<file path="src/rtl/frogger_pkg.sv">
// Shared definitions for the frogger playfield blocks.
//   - FSM state typedef used by lane_scheduler
//   - RRRGGGBB color constants for the pixel mux
//   - playfield geometry: 20 x 10 cells of 32 x 48 pixels (640 x 480)
//   - step_col(): one-column move with wrap at the playfield edges
package frogger_pkg;

  typedef enum logic [1:0] {
    ST_IDLE = 2'd0,
    ST_RUN  = 2'd1,
    ST_HIT  = 2'd2
  } state_t;

  localparam logic [7:0] COLOR_FROG  = 8'b00011100;
  localparam logic [7:0] COLOR_OBST  = 8'b11100000;
  localparam logic [7:0] COLOR_LANE  = 8'b01001001;
  localparam logic [7:0] COLOR_BLACK = 8'h00;

  localparam int CELL_W    = 32;
  localparam int ROW_H     = 48;
  localparam int GRID_COLS = 20;
  localparam int GRID_ROWS = 10;

  // dir = 0 moves right (19 wraps to 0), dir = 1 moves left (0 wraps to 19)
  function automatic logic [4:0] step_col(input logic [4:0] col, input logic dir);
    logic [4:0] r;
    if (!dir) r = (col == 5'(GRID_COLS - 1)) ? 5'd0 : col + 5'd1;
    else      r = (col == 5'd0) ? 5'(GRID_COLS - 1) : col - 5'd1;
    return r;
  endfunction

endpackage

</file>
<file path="src/rtl/lane_stepper.sv">
// One obstacle lane: an 8-bit frame counter and the lane's column.
// Ports:
//   clock, reset : single clock, synchronous active-high reset
//   step_en      : one-cycle qualifier (a frame strobe while running)
//   period       : frames per column step
//   dir          : 0 = move right, 1 = move left
//   col          : current obstacle column (reset value INIT_COL)
module lane_stepper
  import frogger_pkg::*;
#(
  parameter logic [4:0] INIT_COL = 5'd0
) (
  input  logic       clock,
  input  logic       reset,
  input  logic       step_en,
  input  logic [7:0] period,
  input  logic       dir,
  output logic [4:0] col
);

  logic [7:0] frame_cnt;

  // The counter wraps to 0 on the strobe that completes a period, and the
  // column moves on that same cycle, so a lane steps once every 'period'
  // strobes.
  always_ff @(posedge clock) begin
    if (reset) begin
      frame_cnt <= 8'd0;
      col       <= INIT_COL;
    end else if (step_en) begin
      if (frame_cnt + 8'd1 == period) begin
        frame_cnt <= 8'd0;
        col       <= step_col(col, dir);
      end else begin
        frame_cnt <= frame_cnt + 8'd1;
      end
    end
  end

endmodule

</file>
<file path="src/rtl/lane_scheduler.sv">
// Obstacle lane scheduler with collision FSM and pixel color mux.
// Build option: define LANE_SCHEDULER_COLLISION_EN to enable collision
// detection and the HIT state; otherwise HIT is unreachable, collision is 0
// and clear is ignored.
// Ports:
//   clock, reset         : 25 MHz pixel clock, synchronous active-high reset
//   frame_strobe         : one-cycle pulse per frame; lanes advance on it in RUN
//   run_en               : level, IDLE->RUN while high, RUN->IDLE when low
//   clear                : one-cycle pulse, HIT->IDLE
//   next_x, next_y       : coordinates of the next pixel to be shown
//   frog_row, frog_col   : frog cell
//   color_out            : RRRGGGBB, registered, 1 clock after next_x/next_y
//   collision            : high while in HIT
//   state_out            : current FSM state (IDLE=0, RUN=1, HIT=2)
// There is no valid/ready handshake here: frame_strobe and clear are
// single-cycle pulses that are acted on in the cycle they are high.
module lane_scheduler
  import frogger_pkg::*;
#(
  parameter int NUM_LANES      = 4,
  parameter int STEP_PERIOD    = 8,
  parameter int FIRST_LANE_ROW = 3
) (
  input  logic       clock,
  input  logic       reset,
  input  logic       frame_strobe,
  input  logic       run_en,
  input  logic       clear,
  input  logic [9:0] next_x,
  input  logic [9:0] next_y,
  input  logic [3:0] frog_row,
  input  logic [4:0] frog_col,
  output logic [7:0] color_out,
  output logic       collision,
  output logic [1:0] state_out
);

  state_t     state, state_nxt;
  logic [4:0] lane_col [NUM_LANES];
  logic       lane_step;
  logic       hit_now;

  assign lane_step = frame_strobe && (state == ST_RUN);

  genvar gi;
  generate
    for (gi = 0; gi < NUM_LANES; gi++) begin : g_lane
      lane_stepper #(
        .INIT_COL(5'((gi * 5) % GRID_COLS))
      ) u_stepper (
        .clock  (clock),
        .reset  (reset),
        .step_en(lane_step),
        .period (8'(STEP_PERIOD * (gi + 1))),
        .dir    (gi[0]),
        .col    (lane_col[gi])
      );
    end
  endgenerate

  // Collision uses the columns registered before this strobe's step.
`ifdef LANE_SCHEDULER_COLLISION_EN
  always_comb begin
    hit_now = 1'b0;
    for (int i = 0; i < NUM_LANES; i++) begin
      if (frog_row == 4'(FIRST_LANE_ROW + i) && frog_col == lane_col[i])
        hit_now = 1'b1;
    end
    hit_now = hit_now && lane_step;
  end
`else
  logic unused_clear;
  assign hit_now      = 1'b0;
  assign unused_clear = clear;
`endif

  // FSM: state register
  always_ff @(posedge clock) begin
    if (reset) state <= ST_IDLE;
    else       state <= state_nxt;
  end

  // FSM: next state
  always_comb begin
    state_nxt = state;
    case (state)
      ST_IDLE: if (run_en) state_nxt = ST_RUN;
      ST_RUN: begin
        if (!run_en)     state_nxt = ST_IDLE;
        else if (hit_now) state_nxt = ST_HIT;
      end
`ifdef LANE_SCHEDULER_COLLISION_EN
      ST_HIT:  if (clear) state_nxt = ST_IDLE;
`endif
      default: state_nxt = state;
    endcase
  end

  // FSM: outputs
  always_comb begin
    collision = (state == ST_HIT);
    state_out = state;
  end

  // Pixel color mux. Row comes from threshold compares against multiples
  // of ROW_H so no divider is needed; column is a plain shift by CELL_W.
  logic [3:0] pix_row;
  logic [4:0] pix_col;
  logic       on_obst, on_frog, in_lane;
  logic [7:0] pix_color;

  always_comb begin
    pix_row = 4'd0;
    for (int k = 1; k < GRID_ROWS; k++) begin
      if (next_y >= 10'(k * ROW_H)) pix_row = 4'(k);
    end
    pix_col = next_x[9:5];
    in_lane = (int'(pix_row) >= FIRST_LANE_ROW) &&
              (int'(pix_row) < FIRST_LANE_ROW + NUM_LANES);
    on_obst = 1'b0;
    for (int i = 0; i < NUM_LANES; i++) begin
      if (pix_row == 4'(FIRST_LANE_ROW + i) && pix_col == lane_col[i])
        on_obst = 1'b1;
    end
    on_frog = (pix_row == frog_row) && (pix_col == frog_col);
    if (next_x >= 10'(GRID_COLS * CELL_W) || next_y >= 10'(GRID_ROWS * ROW_H))
      pix_color = COLOR_BLACK;
    else if (on_frog) pix_color = COLOR_FROG;
    else if (on_obst) pix_color = COLOR_OBST;
    else if (in_lane) pix_color = COLOR_LANE;
    else              pix_color = COLOR_BLACK;
  end

  always_ff @(posedge clock) begin
    if (reset) color_out <= COLOR_BLACK;
    else       color_out <= pix_color;
  end

endmodule

</file>
<file path="config.mk">
export PLATFORM = sky130hd
export DESIGN_NAME = lane_scheduler
export DESIGN_NICKNAME = d
export VERILOG_FILES = /design/src/rtl/frogger_pkg.sv /design/src/rtl/lane_stepper.sv /design/src/rtl/lane_scheduler.sv
export SDC_FILE = /design/constraint.sdc
export NUM_CORES = 1
export LEC_CHECK = 0
export CAP_MARGIN = 15
export CORE_ASPECT_RATIO = 1.5
export CORE_MARGIN = 4
export CORE_UTILIZATION = 42
export CTS_CLUSTER_DIAMETER = 200
export DETAILED_ROUTE_END_ITERATION = 8
export PLACE_DENSITY = 0.57
export SYNTH_ARGS = -nofsm -noshare
export SYNTH_HDL_FRONTEND = slang
export SYNTH_HIERARCHICAL = 1
export SYNTH_SLANG_ARGS = --single-unit
</file>
<file path="constraint.sdc">
create_clock -name clock -period 6.9 [get_ports clock]
set_input_delay 1.38 -clock clock [delete_from_list [all_inputs] [get_ports clock]]
set_output_delay 1.38 -clock clock [all_outputs]
set_load 0.01 [all_outputs]
</file>
==> impl_results.rst <==
.. list-table::
   :header-rows: 1

   * - Metric
     - Value
   * - Worst-case clock skew
     - 5.84 ps
   * - Number of gates resized after CTS
     - 0
   * - Worst-Margin Slew
     - 811 ps
   * - Largest net degree at the start of global routing
     - 57
   * - Upper clock frequency limit
     - 0.295 GHz
   * - Count of final max-slew check failures
     - 0
   * - Post-synth EDFFs
     - 0
   * - Count of final hold-check violations
     - 0
   * - Layout fillers
     - roughly 1,100
   * - Setup repair after global routing missed its margin
     - false
   * - Detail Route Antenna Nets
     - 0
   * - Die width
     - about 97 um
   * - DRC viols
     - 0
   * - Count of hold buffers inserted by post-cts repair
     - 0
   * - Placed cell areas
     - 0.00548 mm^2
   * - Post-CTS clock slew at the launch and capture registers of the worst setup and hold paths
     - about 50 ps
   * - Number of antenna violations at the first check in global routing
     - 0
   * - Detailed-route wire length per cell
     - approximately 13 um
   * - Buffer type at the clock tree root
     - sky130_fd_sc_hd__clkbuf_16
   * - IO Pins
     - 45
   * - Clock Latency Late Sink
     - 330 ps
   * - Clock tree from TritonCTS
     - built
   * - Run status
     - completed
   * - Die Y-Extent
     - roughly 140 um
   * - Total power density per cell area
     - 156 mW/mm^2
   * - Wire length of the first global-routing pass
     - 20.2 mm
   * - Critical path endpoint category
     - flop
   * - Area growth from synthesis to final layout
     - 15.3%
   * - Worst Path Max Fanout
     - 44
   * - Yosys reg bits
     - 58
   * - Hold Crit Class
     - reg2reg
   * - Routability cong.
     - between 0.8 and 0.9
   * - Worst-case reg-to-reg path depth
     - 7
   * - Leakage
     - 2.04 nW
   * - Setup slack on the worst flop-to-flop path
     - between 4000 and 5000 ps
   * - Setup Total Neg Slack
     - 0 ps
   * - Worst voltage drop across the vdd grid
     - 122 uV
   * - Number of port buffers
     - 31
   * - Final number of setup-violating endpoints
     - 0
   * - Worst Setup Path Type
     - in2reg
   * - Share of the clock period used by the worst path
     - 49.2%
   * - Crit. Startpoint
     - frame_strobe
   * - DPL Wire Length
     - approximately 8.5 mm
   * - Final net count
     - roughly 750
   * - Max-capacitance violation count
     - 0
   * - Wirelength, routed
     - 11.5 mm
   * - Seq/Total Area, Yosys
     - 23.3%
   * - Area of all placed cells without fillers
     - 0.00575 mm^2
   * - Launch point of the worst reg-to-reg path
     - g_lane[1].u_stepper/frame_cnt[0]
   * - Final global-route overflow total
     - 0
   * - Yosys warning total
     - 6
   * - TritonCTS sink count
     - 58
   * - Initial DRC count
     - roughly 180
   * - Detailed-router iteration count before antenna repair
     - 4
   * - DR vias
     - between 4,000 and 5,000
   * - Commonest register cell after synthesis
     - sky130_fd_sc_hd__dfxtp_1
   * - Die ar.
     - approximately 0.014 mm^2
   * - Tightest slew margin relative to the limit
     - 45.5%
   * - Fraction of layout cells with a size suffix above 1
     - between 6 and 7%
   * - Standard-cell rows
     - 48
   * - Max Buffers Root-to-Sink
     - 2
   * - Post-CTS setup buffer count
     - 0
   * - Data required time at the worst endpoint
     - 7100 ps
   * - Core Area
     - roughly 0.012 mm^2
   * - Number of clock buffers inserted by TritonCTS
     - 9
   * - Startpoint kind of the worst setup timing path
     - input port
   * - Number of antenna cells inserted
     - 0
   * - Final critical path time including I/O delays and setup
     - approximately 3400 ps
   * - Arrival time worst endpoint
     - 3590 ps
   * - CTS H-tree lvls
     - 3
   * - Endpoint of the lowest-slack register-to-register path
     - g_lane[1].u_stepper/frame_cnt[3]
   * - Async SR Flop Fraction
     - 0%
   * - Post-synthesis average cell area
     - 7.74 um^2
   * - Global-route usage over all layers
     - approximately 17%
   * - Via count of the first global-routing pass
     - 4,429
   * - Number of distinct library cells after synthesis
     - 87
   * - Number of vias per cell after detailed routing
     - about 5.4
   * - Initial core utilization
     - between 40% and 50%
   * - Mapped cell area
     - 0.00498 mm^2
   * - Endpoint of the most critical setup path
     - g_lane[2].u_stepper/col[4]
   * - Gate count after technology mapping
     - 644
==> area by class of cell <==
cell class	count	area, um^2	area share, %
Clock buffer	11	243	4.22
Clock inverter	5	30.0	0.522
Inverter	32	120	2.09
Multi-Input combinational cell	568	3690	64.1
Sequential cell	58	1160	20.2
Tap cell	150	188	3.27
Timing Repair Buffer	33	320	5.57
==> cells by family (layout without fill, tap and decap cells) <==
kind of cell	count (synthesis)	after routing	share of synthesized area, %
buf+inv	76	81	7.13
simple gates	269	269	31.1
other cells	2	60	0.151
xor+xnor	80	80	14.1
flops	58	58	23.3
mux	7	7	1.43
compound gates	139	139	19.6
fa+ha+maj	13	13	3.24
==> critical path, stage by stage <==
cell	delay (ps)
sky130_fd_sc_hd__clkdlybuf4s50_1	450
sky130_fd_sc_hd__and2_1	140
sky130_fd_sc_hd__buf_4	420
sky130_fd_sc_hd__o211ai_1	220
sky130_fd_sc_hd__nor4_4	650
sky130_fd_sc_hd__mux2i_1	270
sky130_fd_sc_hd__nor2_1	50
==> registers in the layout, summed over array words and instances (netlist names) <==
name	flops
g_lane.u_stepper/frame_cnt	32
g_lane.u_stepper/col	20
color_out	5
state_out	1
==> cells in the mapped netlist (3+ instances only) <==
library cell	number	area share, %
sky130_fd_sc_hd__and4_1	6	1.1
sky130_fd_sc_hd__nor3b_1	4	0.60
sky130_fd_sc_hd__ha_1	12	3.0
sky130_fd_sc_hd__a21o_1	7	1.1
sky130_fd_sc_hd__a2111oi_0	4	0.70
sky130_fd_sc_hd__a2111o_1	3	0.68
sky130_fd_sc_hd__a311oi_1	3	0.53
sky130_fd_sc_hd__mux2i_1	6	1.2
sky130_fd_sc_hd__buf_4	11	1.7
sky130_fd_sc_hd__o21ai_0	25	2.5
sky130_fd_sc_hd__a31oi_1	11	1.4
sky130_fd_sc_hd__buf_2	10	1.0
sky130_fd_sc_hd__and3_1	8	1.0
sky130_fd_sc_hd__o21a_1	3	0.45
sky130_fd_sc_hd__xnor2_1	47	8.3
sky130_fd_sc_hd__o2111ai_1	3	0.53
sky130_fd_sc_hd__nor2b_1	13	1.6
sky130_fd_sc_hd__or3_1	7	0.88
sky130_fd_sc_hd__or4_1	4	0.60
sky130_fd_sc_hd__dfxtp_1	58	23
sky130_fd_sc_hd__nor2_1	44	3.3
sky130_fd_sc_hd__o21ai_1	7	0.70
sky130_fd_sc_hd__clkbuf_1	19	1.4
sky130_fd_sc_hd__inv_1	29	2.2
sky130_fd_sc_hd__nor4b_1	3	0.53
sky130_fd_sc_hd__a21oi_1	34	3.4
sky130_fd_sc_hd__nand2_1	43	3.2
sky130_fd_sc_hd__o211ai_1	8	1.2
sky130_fd_sc_hd__nand3_1	28	2.8
sky130_fd_sc_hd__and2_1	7	0.88
sky130_fd_sc_hd__a31o_2	3	0.53
sky130_fd_sc_hd__nor4_1	7	0.88
sky130_fd_sc_hd__nand4_1	17	2.1
sky130_fd_sc_hd__xor2_1	33	5.8
sky130_fd_sc_hd__o31ai_1	4	0.60
sky130_fd_sc_hd__nand3b_1	10	1.5
sky130_fd_sc_hd__nor3_1	31	3.1
sky130_fd_sc_hd__nand2b_1	13	1.6
==> routing by layer <==
layer | GRT usage, % | up-vias | share of wire [%]
met4 | 7.32 | 0 | 2.4
met2 | 34.2 | 40 | 56
met3 | 2.31 | 22 | 1.5
li1 | - | 2364 | -
met1 | 18.2 | 2163 | 40
met5 | 0 | - | 0
==> power breakdown <==
part	switching, mW	internal [mW]	leakage, nW
Combinational	0.0740	0.0586	1.44
Sequential	0.0119	0.341	0.469
Clock	0.162	0.251	0.131
==> cell usage in the layout (no fill, tap or decap), types with 7 or more instances in the layout <==
cell	n
sky130_fd_sc_hd__conb_1	60
sky130_fd_sc_hd__dfxtp_1	58
sky130_fd_sc_hd__xnor2_1	47
sky130_fd_sc_hd__nor2_1	44
sky130_fd_sc_hd__nand2_1	43
sky130_fd_sc_hd__a21oi_1	34
sky130_fd_sc_hd__xor2_1	33
sky130_fd_sc_hd__nor3_1	31
sky130_fd_sc_hd__clkdlybuf4s50_1	30
sky130_fd_sc_hd__inv_1	29
sky130_fd_sc_hd__nand3_1	28
sky130_fd_sc_hd__o21ai_0	25
sky130_fd_sc_hd__nand4_1	17
sky130_fd_sc_hd__nor2b_1	13
sky130_fd_sc_hd__nand2b_1	13
sky130_fd_sc_hd__ha_1	12
sky130_fd_sc_hd__a31oi_1	11
sky130_fd_sc_hd__nand3b_1	10
sky130_fd_sc_hd__clkbuf_16	9
sky130_fd_sc_hd__o211ai_1	8
sky130_fd_sc_hd__and3_1	8
sky130_fd_sc_hd__and2_1	7
sky130_fd_sc_hd__nor4_1	7
sky130_fd_sc_hd__or3_1	7
sky130_fd_sc_hd__a21o_1	7
sky130_fd_sc_hd__o21ai_1	7
==> per-stage QoR <==
| step | total power, mW | hold slack (ps) | utilization, % | std cells | setup WS, ps |
|---|---|---|---|---|---|
| after floorplan | 0.459 | 472 | - | 702 | 3990 |
| after global placement | 0.488 | 494 | 47.2 | 841 | 3170 |
| after detailed placement | 0.491 | 503 | 47.2 | 841 | 3150 |
| after CTS | 0.908 | 510 | 49.6 | 857 | 3480 |
| after global routing | 0.944 | 544 | 49.6 | 857 | 3360 |
| final | 0.899 | 515 | 49.6 | 857 | 3510 |
==> how the worst min path moves through the flow <==
stage | cells past startpoint | endpoint | start
2_1_floorplan | 2 | g_lane[3].u_stepper/frame_cnt[6] | g_lane[3].u_stepper/frame_cnt[6]
3_3_place_gp | 2 | g_lane[3].u_stepper/frame_cnt[6] | g_lane[3].u_stepper/frame_cnt[6]
3_5_place_dp | 2 | g_lane[3].u_stepper/frame_cnt[6] | g_lane[3].u_stepper/frame_cnt[6]
4_1_cts | 2 | g_lane[3].u_stepper/frame_cnt[6] | g_lane[3].u_stepper/frame_cnt[6]
5_1_grt | 2 | g_lane[3].u_stepper/frame_cnt[6] | g_lane[3].u_stepper/frame_cnt[6]
6_report | 2 | g_lane[3].u_stepper/frame_cnt[6] | g_lane[3].u_stepper/frame_cnt[6]
Power figures use the tool's default switching activity.
